==> src/rtl/fetch_unit.sv <==
// RV32I fetch stage: PC, credit-limited imem requests, prefetch FIFO handing {pc, instr} to decode.
// Define FETCH_PERF_EN to add the perf_fetched / perf_flushes counters.

// Generic FIFO with synchronous clear; head is valid whenever o_empty is low.
module fetch_fifo #(
   parameter int               WIDTH   = 64,
   parameter int               DEPTH   = 2,
   parameter logic [WIDTH-1:0] RST_VAL = '0
) (
   input  logic                         clk,
   input  logic                         rst_n,
   input  logic                         i_clr,
   input  logic                         i_push,
   input  logic [WIDTH-1:0]             i_push_dat,
   input  logic                         i_pop,
   output logic                         o_empty,
   output logic [$clog2(DEPTH+1)-1:0]   o_count,
   output logic [WIDTH-1:0]             o_head_dat
);
   localparam int AW = $clog2(DEPTH);
   localparam int CW = $clog2(DEPTH+1);

   logic [AW-1:0]    r_rd_ptr;
   logic [AW-1:0]    r_wr_ptr;
   logic [CW-1:0]    r_count;
   logic [WIDTH-1:0] w_ents [DEPTH];
   logic             w_pop;

   assign w_pop      = i_pop && (r_count != '0);
   assign o_empty    = (r_count == '0);
   assign o_count    = r_count;
   assign o_head_dat = w_ents[r_rd_ptr];

   for (genvar g = 0; g < DEPTH; g++) begin : g_ent
      logic [WIDTH-1:0] r_ent;
      always_ff @(posedge clk or negedge rst_n) begin
         if (!rst_n) begin
            r_ent <= RST_VAL;
         end else if (i_push && !i_clr && (r_wr_ptr == AW'(g))) begin
            r_ent <= i_push_dat;
         end
      end
      assign w_ents[g] = r_ent;
   end

   always_ff @(posedge clk or negedge rst_n) begin
      if (!rst_n) begin
         r_rd_ptr <= '0;
         r_wr_ptr <= '0;
         r_count  <= '0;
      end else if (i_clr) begin
         r_rd_ptr <= '0;
         r_wr_ptr <= '0;
         r_count  <= '0;
      end else begin
         if (i_push) r_wr_ptr <= r_wr_ptr + 1'b1;
         if (w_pop)  r_rd_ptr <= r_rd_ptr + 1'b1;
         case ({i_push, w_pop})
            2'b10:   r_count <= r_count + 1'b1;
            2'b01:   r_count <= r_count - 1'b1;
            default: r_count <= r_count;
         endcase
      end
   end
endmodule

module fetch_unit #(
   parameter logic [31:0] RESET_PC   = 32'h0000_0000,
   parameter int          FIFO_DEPTH = 2
) (
   input  logic        clk,
   input  logic        rst_n,
   output logic        imem_req_valid,
   input  logic        imem_req_ready,
   output logic [31:0] imem_req_addr,
   input  logic        imem_rsp_valid,
   input  logic [31:0] imem_rsp_data,
   output logic        id_valid,
   input  logic        id_ready,
   output logic [31:0] id_instr,
   output logic [31:0] id_pc,
   input  logic        redirect_valid,
   input  logic [31:0] redirect_pc
`ifdef FETCH_PERF_EN
   ,
   output logic [31:0] perf_fetched,
   output logic [31:0] perf_flushes
`endif
);
   localparam int          CW      = $clog2(FIFO_DEPTH+1);
   localparam logic [CW:0] DEPTH_W = (CW+1)'(FIFO_DEPTH);
   localparam logic [31:0] NOP     = 32'h0000_0013;

   logic          r_run;
   logic [31:0]   r_fetch_pc;
   logic [31:0]   r_rsp_pc;
   logic [CW-1:0] r_inflight;
   logic [CW-1:0] r_drop;

   logic [CW-1:0] w_occ;
   logic          w_empty;
   logic [63:0]   w_head;
   logic          w_accept;
   logic          w_rsp_drop;
   logic          w_push;
   logic          w_pop;
   logic [CW:0]   w_credit;
   logic [CW-1:0] w_inflight_nxt;
   logic [31:0]   w_redir_pc;

   assign w_redir_pc = {redirect_pc[31:2], 2'b00};

   assign id_valid          = !w_empty;
   assign {id_pc, id_instr} = w_head;

   assign w_pop      = id_valid && id_ready && !redirect_valid;
   assign w_rsp_drop = imem_rsp_valid && (r_drop != '0);
   assign w_push     = imem_rsp_valid && (r_drop == '0) && !redirect_valid;

   // Slots freed by this cycle's pop or dropped word are reused at once, so a
   // single-cycle memory with id_ready high sustains one word per cycle.
   assign w_credit = ({1'b0, r_inflight} + {1'b0, w_occ})
                   - {{CW{1'b0}}, w_pop} - {{CW{1'b0}}, w_rsp_drop};

   assign imem_req_valid = r_run && !redirect_valid && (w_credit < DEPTH_W);
   assign imem_req_addr  = r_fetch_pc;
   assign w_accept       = imem_req_valid && imem_req_ready;

   assign w_inflight_nxt = r_inflight + {{(CW-1){1'b0}}, w_accept}
                                      - {{(CW-1){1'b0}}, imem_rsp_valid};

   always_ff @(posedge clk or negedge rst_n) begin
      if (!rst_n) begin
         r_run      <= 1'b0;
         r_fetch_pc <= RESET_PC;
         r_rsp_pc   <= RESET_PC;
         r_inflight <= '0;
         r_drop     <= '0;
      end else begin
         r_run      <= 1'b1;
         r_inflight <= w_inflight_nxt;
         if (redirect_valid) begin
            r_fetch_pc <= w_redir_pc;
            r_rsp_pc   <= w_redir_pc;
            // Everything still outstanding after this cycle belongs to the old stream.
            r_drop     <= w_inflight_nxt;
         end else begin
            if (w_accept)   r_fetch_pc <= r_fetch_pc + 32'd4;
            if (w_push)     r_rsp_pc   <= r_rsp_pc + 32'd4;
            if (w_rsp_drop) r_drop     <= r_drop - 1'b1;
         end
      end
   end

   fetch_fifo #(
      .WIDTH   (64),
      .DEPTH   (FIFO_DEPTH),
      .RST_VAL ({RESET_PC, NOP})
   ) u_fifo (
      .clk        (clk),
      .rst_n      (rst_n),
      .i_clr      (redirect_valid),
      .i_push     (w_push),
      .i_push_dat ({r_rsp_pc, imem_rsp_data}),
      .i_pop      (w_pop),
      .o_empty    (w_empty),
      .o_count    (w_occ),
      .o_head_dat (w_head)
   );

`ifdef FETCH_PERF_EN
   logic [31:0] r_perf_fetched;
   logic [31:0] r_perf_flushes;

   always_ff @(posedge clk or negedge rst_n) begin
      if (!rst_n) begin
         r_perf_fetched <= '0;
         r_perf_flushes <= '0;
      end else begin
         if (w_pop)          r_perf_fetched <= r_perf_fetched + 32'd1;
         if (redirect_valid) r_perf_flushes <= r_perf_flushes + 32'd1;
      end
   end

   assign perf_fetched = r_perf_fetched;
   assign perf_flushes = r_perf_flushes;
`endif
endmodule

==> config.mk <==
export PLATFORM = sky130hd
export DESIGN_NAME = fetch_unit
export DESIGN_NICKNAME = d
export VERILOG_FILES = /design/src/rtl/fetch_unit.sv
export SDC_FILE = /design/constraint.sdc
export NUM_CORES = 1
export LEC_CHECK = 0
export CAP_MARGIN = 20
export CORE_MARGIN = 5
export CORE_UTILIZATION = 30
export CTS_CLUSTER_SIZE = 8
export DETAILED_ROUTE_END_ITERATION = 8
export HOLD_SLACK_MARGIN = 0.05
export SYNTH_ARGS = -nofsm -noshare
export SYNTH_HDL_FRONTEND = slang
export SYNTH_SLANG_ARGS = --single-unit
==> constraint.sdc <==
create_clock -name clk -period 7.7 [get_ports clk]
set_input_delay 1.54 -clock clk [delete_from_list [all_inputs] [get_ports clk]]
set_output_delay 1.54 -clock clk [all_outputs]
set_load 0.02 [all_outputs]
### Word-level counts from Yosys, hierarchy flattened

Cells that the tools add are included.

| storage, ports and cells | value |
|---|---|
| bits in writable memories | 0 |
| latch bits | 0 |
| ROM bits | 0 |
| output and inout bits | 98 |
| flip-flop bits (word level) | 201 |
| logic and storage cells | 66 |
| memories kept | 0 |

| operators by class | value |
|---|---|
| order comparisons | 2 |
| mux-type cells | 15 |
| shift-type cells | 0 |
| $add $sub $neg | 12 |
| reductions and logical operators | 23 |
| multiply operators | 0 |
| div/mod/pow operators | 0 |
| equality and inequality tests | 2 |
| bitwise logic cells | 2 |

Operators by type and width:

| kind | count |
|---|---|
| $mux 64 | 3 |
| $mux 32 | 4 |
| $add 32x3->32 const B | 2 |
| $logic_and 1x1->1 | 12 |
| $reduce_bool 2->1 | 6 |
| $mux 2 | 3 |
| $sub 3x1->3 | 2 |
| $logic_not 2->1 | 2 |
| $mux 1 | 4 |
| $pmux 2 s2 | 1 |
| $sub 2x1->2 const B | 2 |
| $add 2x2->3 | 1 |
| $lt 3x2->1 const B | 1 |
| $reduce_bool 3->1 | 1 |
| $add 1x1->1 const B | 2 |
| $add 2x1->2 | 1 |
| $add 2x1->2 const B | 1 |
| $eq 2x1->1 const B | 1 |
| $eq 2x2->1 const B | 1 |
| $ge 2x2->1 const B | 1 |
| $logic_not 1->1 | 2 |
| $not 1->2 | 1 |
| $sub 2x1->2 | 1 |
| $not 1->1 | 1 |

### Depth between registers and ports, before layout

| logic depth | value |
|---|---|
| word-level depth | 12 |
| mapped depth | 19 |
| mapped depth without buffers | 17 |

### By module

Synthesis repeated with hierarchy kept, for this count alone.

| second synthesis, totals | value |
|---|---|
| cells, all modules | 752 |
| area, all modules | 9808.2 um^2 |

By module, submodules not included:

| module | area each (um^2) | times used | cells an instance | sequential area each (um^2) |
|---|---|---|---|---|
| fetch_fifo | 6064.6 | 1 | 361 | 3310.7 |
| fetch_unit | 3743.6 | 1 | 391 | 1626.6 |

### Least setup slack after synthesis

Ideal clock, no wire load.

| timing path | value |
|---|---|
| path kind | input-to-output |
| start point | input port redirect_valid |
| end point | output port imem_req_valid |
| arrival time | 4.846 ns |
| cell stages on the path | 10 |
| slack | 1.314 ns |
| required time | 6.160 ns |
| path buffers | 3 |
| cells stage by stage | clkbuf_1 clkbuf_1 buf_1 nor2_1 fa_1 fa_1 nand2b_1 fa_1 xnor2_1 nor4bb_1 |

| between the ends | value |
|---|---|
| cells in the longest elaborated chain, start to end | 6 |
| elaborated cells on any way between the ends | 7 |
| classes of those cells | 2 x add/sub; 1 x order compare; 4 x reduce/logical |

Ends and longest elaborated chain:

| what | line | RTL |
|---|---|---|
| start, declared | 82 | `input logic redirect_valid,` |
| $logic_not 1->1 (*) | 116, 125 |  |
| $logic_and 1x1->1 | 116 | `assign w_pop = id_valid && id_ready && !redirect_valid;` |
| $sub 3x1->3 (2 in series) | 123 | `- {{CW{1'b0}}, w_pop} - {{CW{1'b0}}, w_rsp_drop};` |
| $lt 3x2->1 | 125 | `assign imem_req_valid = r_run && !redirect_valid && (w_credit < DEPTH_W);` |
| $logic_and 1x1->1 (*) | 125 |  |
| end, declared | 73 | `output logic imem_req_valid,` |

Every way passes the cells marked *; elsewhere a longest branch is shown, timed or not.

### Final worst setup path

| timing path | value |
|---|---|
| start point | input port imem_rsp_valid |
| end point | output port imem_req_valid |

| between the ends | value |
|---|---|
| cells in the longest elaborated chain, start to end | 4 |

Ends and longest elaborated chain:

| what | line | RTL |
|---|---|---|
| start, declared | 76 | `input logic imem_rsp_valid,` |
| $logic_and 1x1->1 | 117 | `assign w_rsp_drop = imem_rsp_valid && (r_drop != '0);` |
| $sub 3x1->3 | 123 |  |
| $lt 3x2->1 | 125 |  |
| $logic_and 1x1->1 | 125 |  |

No other way between the ends.

==> results.txt <==
GPL Wtd Cong: 0.8010
Die Span Y: 187.1 µm
Peak Freq: 151.4 MHz
Peak VDD IR: 0.1606 mV
drt drc: 0
sequential power share: 38.7%
initial drt markers: 244
Site Rows: 64
Synth area leaders: dfrtp_1 (50%), mux2_2 (24%), xnor2_1 (2.4%), xor2_1 (2.3%), nand2_1 (1.9%)
Filler Cells Inserted: 2980
Cell Area, Synth: 0.009407 mm²
Critical Path RT: 6.16 ns
clk slew on worst S/H paths: 0.07 ns
Worst setup EP type: primary output
combinational power share: 39.5%
placed insts: 1289
vias per std cell: 4.907
DRT Wirelength: 23990 µm
H-Tree Depth: 4
core area: 0.03075 mm²
post-synth top area share: 49.75%
slew margin rel.: 36.21%
crit path max-delay cell type: clkdlybuf4s50_1
number of flops mapped to enable cells by yosys: 0
Seq/Total Area, Yosys: 51.42%
CTS Buf Count: 17
hold crit path type: reg -> reg
TritonRoute pass-1 iters: 4
most common cell after layout, fill and taps aside: mux2_2
Synth Warn #: 0
CTS root buf: clkbuf_16
synthesized flop and latch total: 193
Routed Antenna Nets: 0
asr flop ratio synth: 100.0%
period utilization: 85.77%
Routed WL per cell: 18.16 µm
number of max-cap violations: 0
slowest stage delay, CP: 0.65 ns
post_cts resized: 0
Switch Pwr: 1.410 mW
P per Cell Area: 342.1 mW/mm²
Die Area: 0.03500 mm²
Final Hold Viols: 0
hpwl dp: 16410 µm
Worst-Margin Slew: 0.9569 ns
Cell Int Power: 2.702 mW
total congestion overflow: 0
Bufs on Longest Clock Path: 2
P&R area growth vs syn: 27.79%
Starting Density: 30.59%
Die Wd: 187.1 µm
Setup Skew: 0.01446 ns
Final Max Slew Viols: 0
worst-path cell chain: clkdlybuf4s50_1, nor2b_1, fa_1, fa_1, nand2b_1, fa_1, xnor2_1, nor4bb_1, clkdlybuf4s50_1
antenna violations before repair: 0
Synth cell types: 58
Tot GR Track Use: 13.74%
critical-path maximum fanout: 5
CP bufs+invs: 2
post-synthesis cell count: 761
first-pass GRT wire length: 38750 µm
Final setup viols: 0
CTS tree: done
PortBufs: 161
RSZ-0062 raised after global routing: false
critical path arrival: 5.06 ns
CP delay by family, top: adder cells
CTS sink cnt: 193
Primary FF master, synth: dfrtp_1
largest net degree at the start of global routing: 98
vias in the first global route: 6686
LEAKAGE: 4.977 nW
syn_area_per_cell: 12.36 µm²
clock latency on the worst-skew pair: 0.43 ns
Non-Filler Instances: 1321
TNS Setup: 0 ns
routed vias: 6482
most frequent cells in the layout: mux2_2 (202), dfrtp_1 (186), clkdlybuf4s50_1 (160), nand2_1 (47), nor2_1 (30)
critical path launch point type: input port
status: complete, no violations
Setup Buffers After CTS: 0
clock network power share: 21.8%
final net count: 992
critical path's most frequent cell: fa_1
sw frac: 34.28%
# IOs: 168
cts hold-fix bufs: 0
# diodes: 0
layout cells sized above 1: 28.65%
Tmin final: 6.604 ns
CP Class: in -> out
largest area contributor in the netlist: dfrtp_1
-- sequential cells by signal (all words and copies together) (netlist names), 2 cells and up --
signal              flops
r_rsp_pc               30
imem_req_addr          30
r_drop                  2
r_inflight              2
u_fifo.g_ent.r_ent    124
u_fifo.o_count          2
-- synthesized netlist by cell type (5+ instances only) --
master	n
nor3_1	7
xnor2_1	26
nor2_1	30
o21ai_1	7
o21ai_0	19
ha_1	6
nand4_1	25
a21oi_1	10
nand2_1	47
dfrtp_1	187
a21boi_0	5
dfstp_2	6
buf_2	18
inv_1	17
nor4_1	6
and3_1	10
o211ai_1	6
clkbuf_1	8
mux2_2	202
xor2_1	25
buf_1	7
nand3_1	27
-- layer usage --
| metal | share of wire (%) | GRT usage (%) | wire (µm) | vias to the layer above |
|---|---|---|---|---|
| li1 | - | - | - | 3032 |
| met1 | 50 | 19.97 | 12020 | 3249 |
| met2 | 44 | 20.93 | 10520 | 181 |
| met3 | 4.9 | 3.210 | 1183 | 20 |
| met4 | 1.1 | 3.015 | 267 | 0 |
| met5 | 0 | 0 | 0 | - |
-- path summary, 6_finish.rpt --
kind                                                start                   endpoint  slack (ns)  depth (start not counted)
worst max-delay path                       imem_rsp_valid             imem_req_valid        1.10                          9
worst min-delay path            u_fifo.g_ent[1].r_ent[56]  u_fifo.g_ent[1].r_ent[56]        0.50                          1
worst max register to register                  r_drop[0]                  r_drop[1]        3.02                         16
worst min register to register  u_fifo.g_ent[1].r_ent[56]  u_fifo.g_ent[1].r_ent[56]        0.50                          1
max in group asynchronous                           rst_n            u_fifo.r_rd_ptr        5.20                          2
min in group asynchronous                           rst_n  u_fifo.g_ent[1].r_ent[30]        1.14                          1
-- logic make-up (layout without fill, tap and decap cells) --
| logic type | after synthesis | in the layout | synth area share [%] |
|---|---|---|---|
| compound gates | 60 | 60 | 3.951 |
| xor+xnor | 51 | 51 | 4.749 |
| fa+ha+maj | 9 | 9 | 1.437 |
| flops | 193 | 193 | 51.42 |
| mux | 205 | 205 | 24.50 |
| simple gates | 184 | 184 | 11.11 |
| buf+inv | 57 | 218 | 2.754 |
| other cells | 2 | 5 | 0.07984 |
-- stage by stage --
step                      hold WS, ns  setup WS [ns]  area, µm²  utilization [%]  total power [mW]
after detailed placement       0.4804          1.074      11400            37.08             3.253
final                          0.5000          1.096      12020            39.09             4.112
after floorplan                0.4444          1.314       9418                -             2.558
after global routing           0.5133         0.9649      12020            39.09             4.361
after global placement         0.4615          1.122      11400            37.08             3.222
after CTS                      0.5047          1.060      11990            39.00             4.179
-- layout make-up --
class | instances | area [µm²] | share of cell area, %
clock inverter | 14 | 166.4 | 1.384
sequential | 193 | 4838 | 40.25
multi-input combinational | 514 | 4335 | 36.07
tap | 396 | 495.5 | 4.122
clock buffer | 17 | 425.4 | 3.539
inverter | 19 | 71.32 | 0.5933
timing repair buffer | 168 | 1688 | 14.04
-- power by group through the flow --
stage               sequential (mW)  clock (mW)  combinational (mW)
floorplan                      1.57           0               0.990
global placement               1.60           0                1.63
detailed placement             1.61           0                1.64
CTS                            1.59       0.935                1.65
global route                   1.64       0.971                1.75
finish                         1.59       0.898                1.62
-- worst reg2reg max path: stages, from the launching register on --
cell      delay (ns)
dfrtp_1         0.36
inv_1           0.05
ha_1            0.24
nor2b_1         0.31
fa_1            0.49
fa_1            0.43
nand2b_1        0.17
fa_1            0.50
nand4b_1        0.18
nor2_1          0.46
inv_2           0.33
ha_1            0.38
inv_1           0.04
ha_1            0.17
xnor2_1         0.17
xnor2_1         0.10
a21o_1          0.18
No activity file was read; power rests on OpenSTA's default activity.
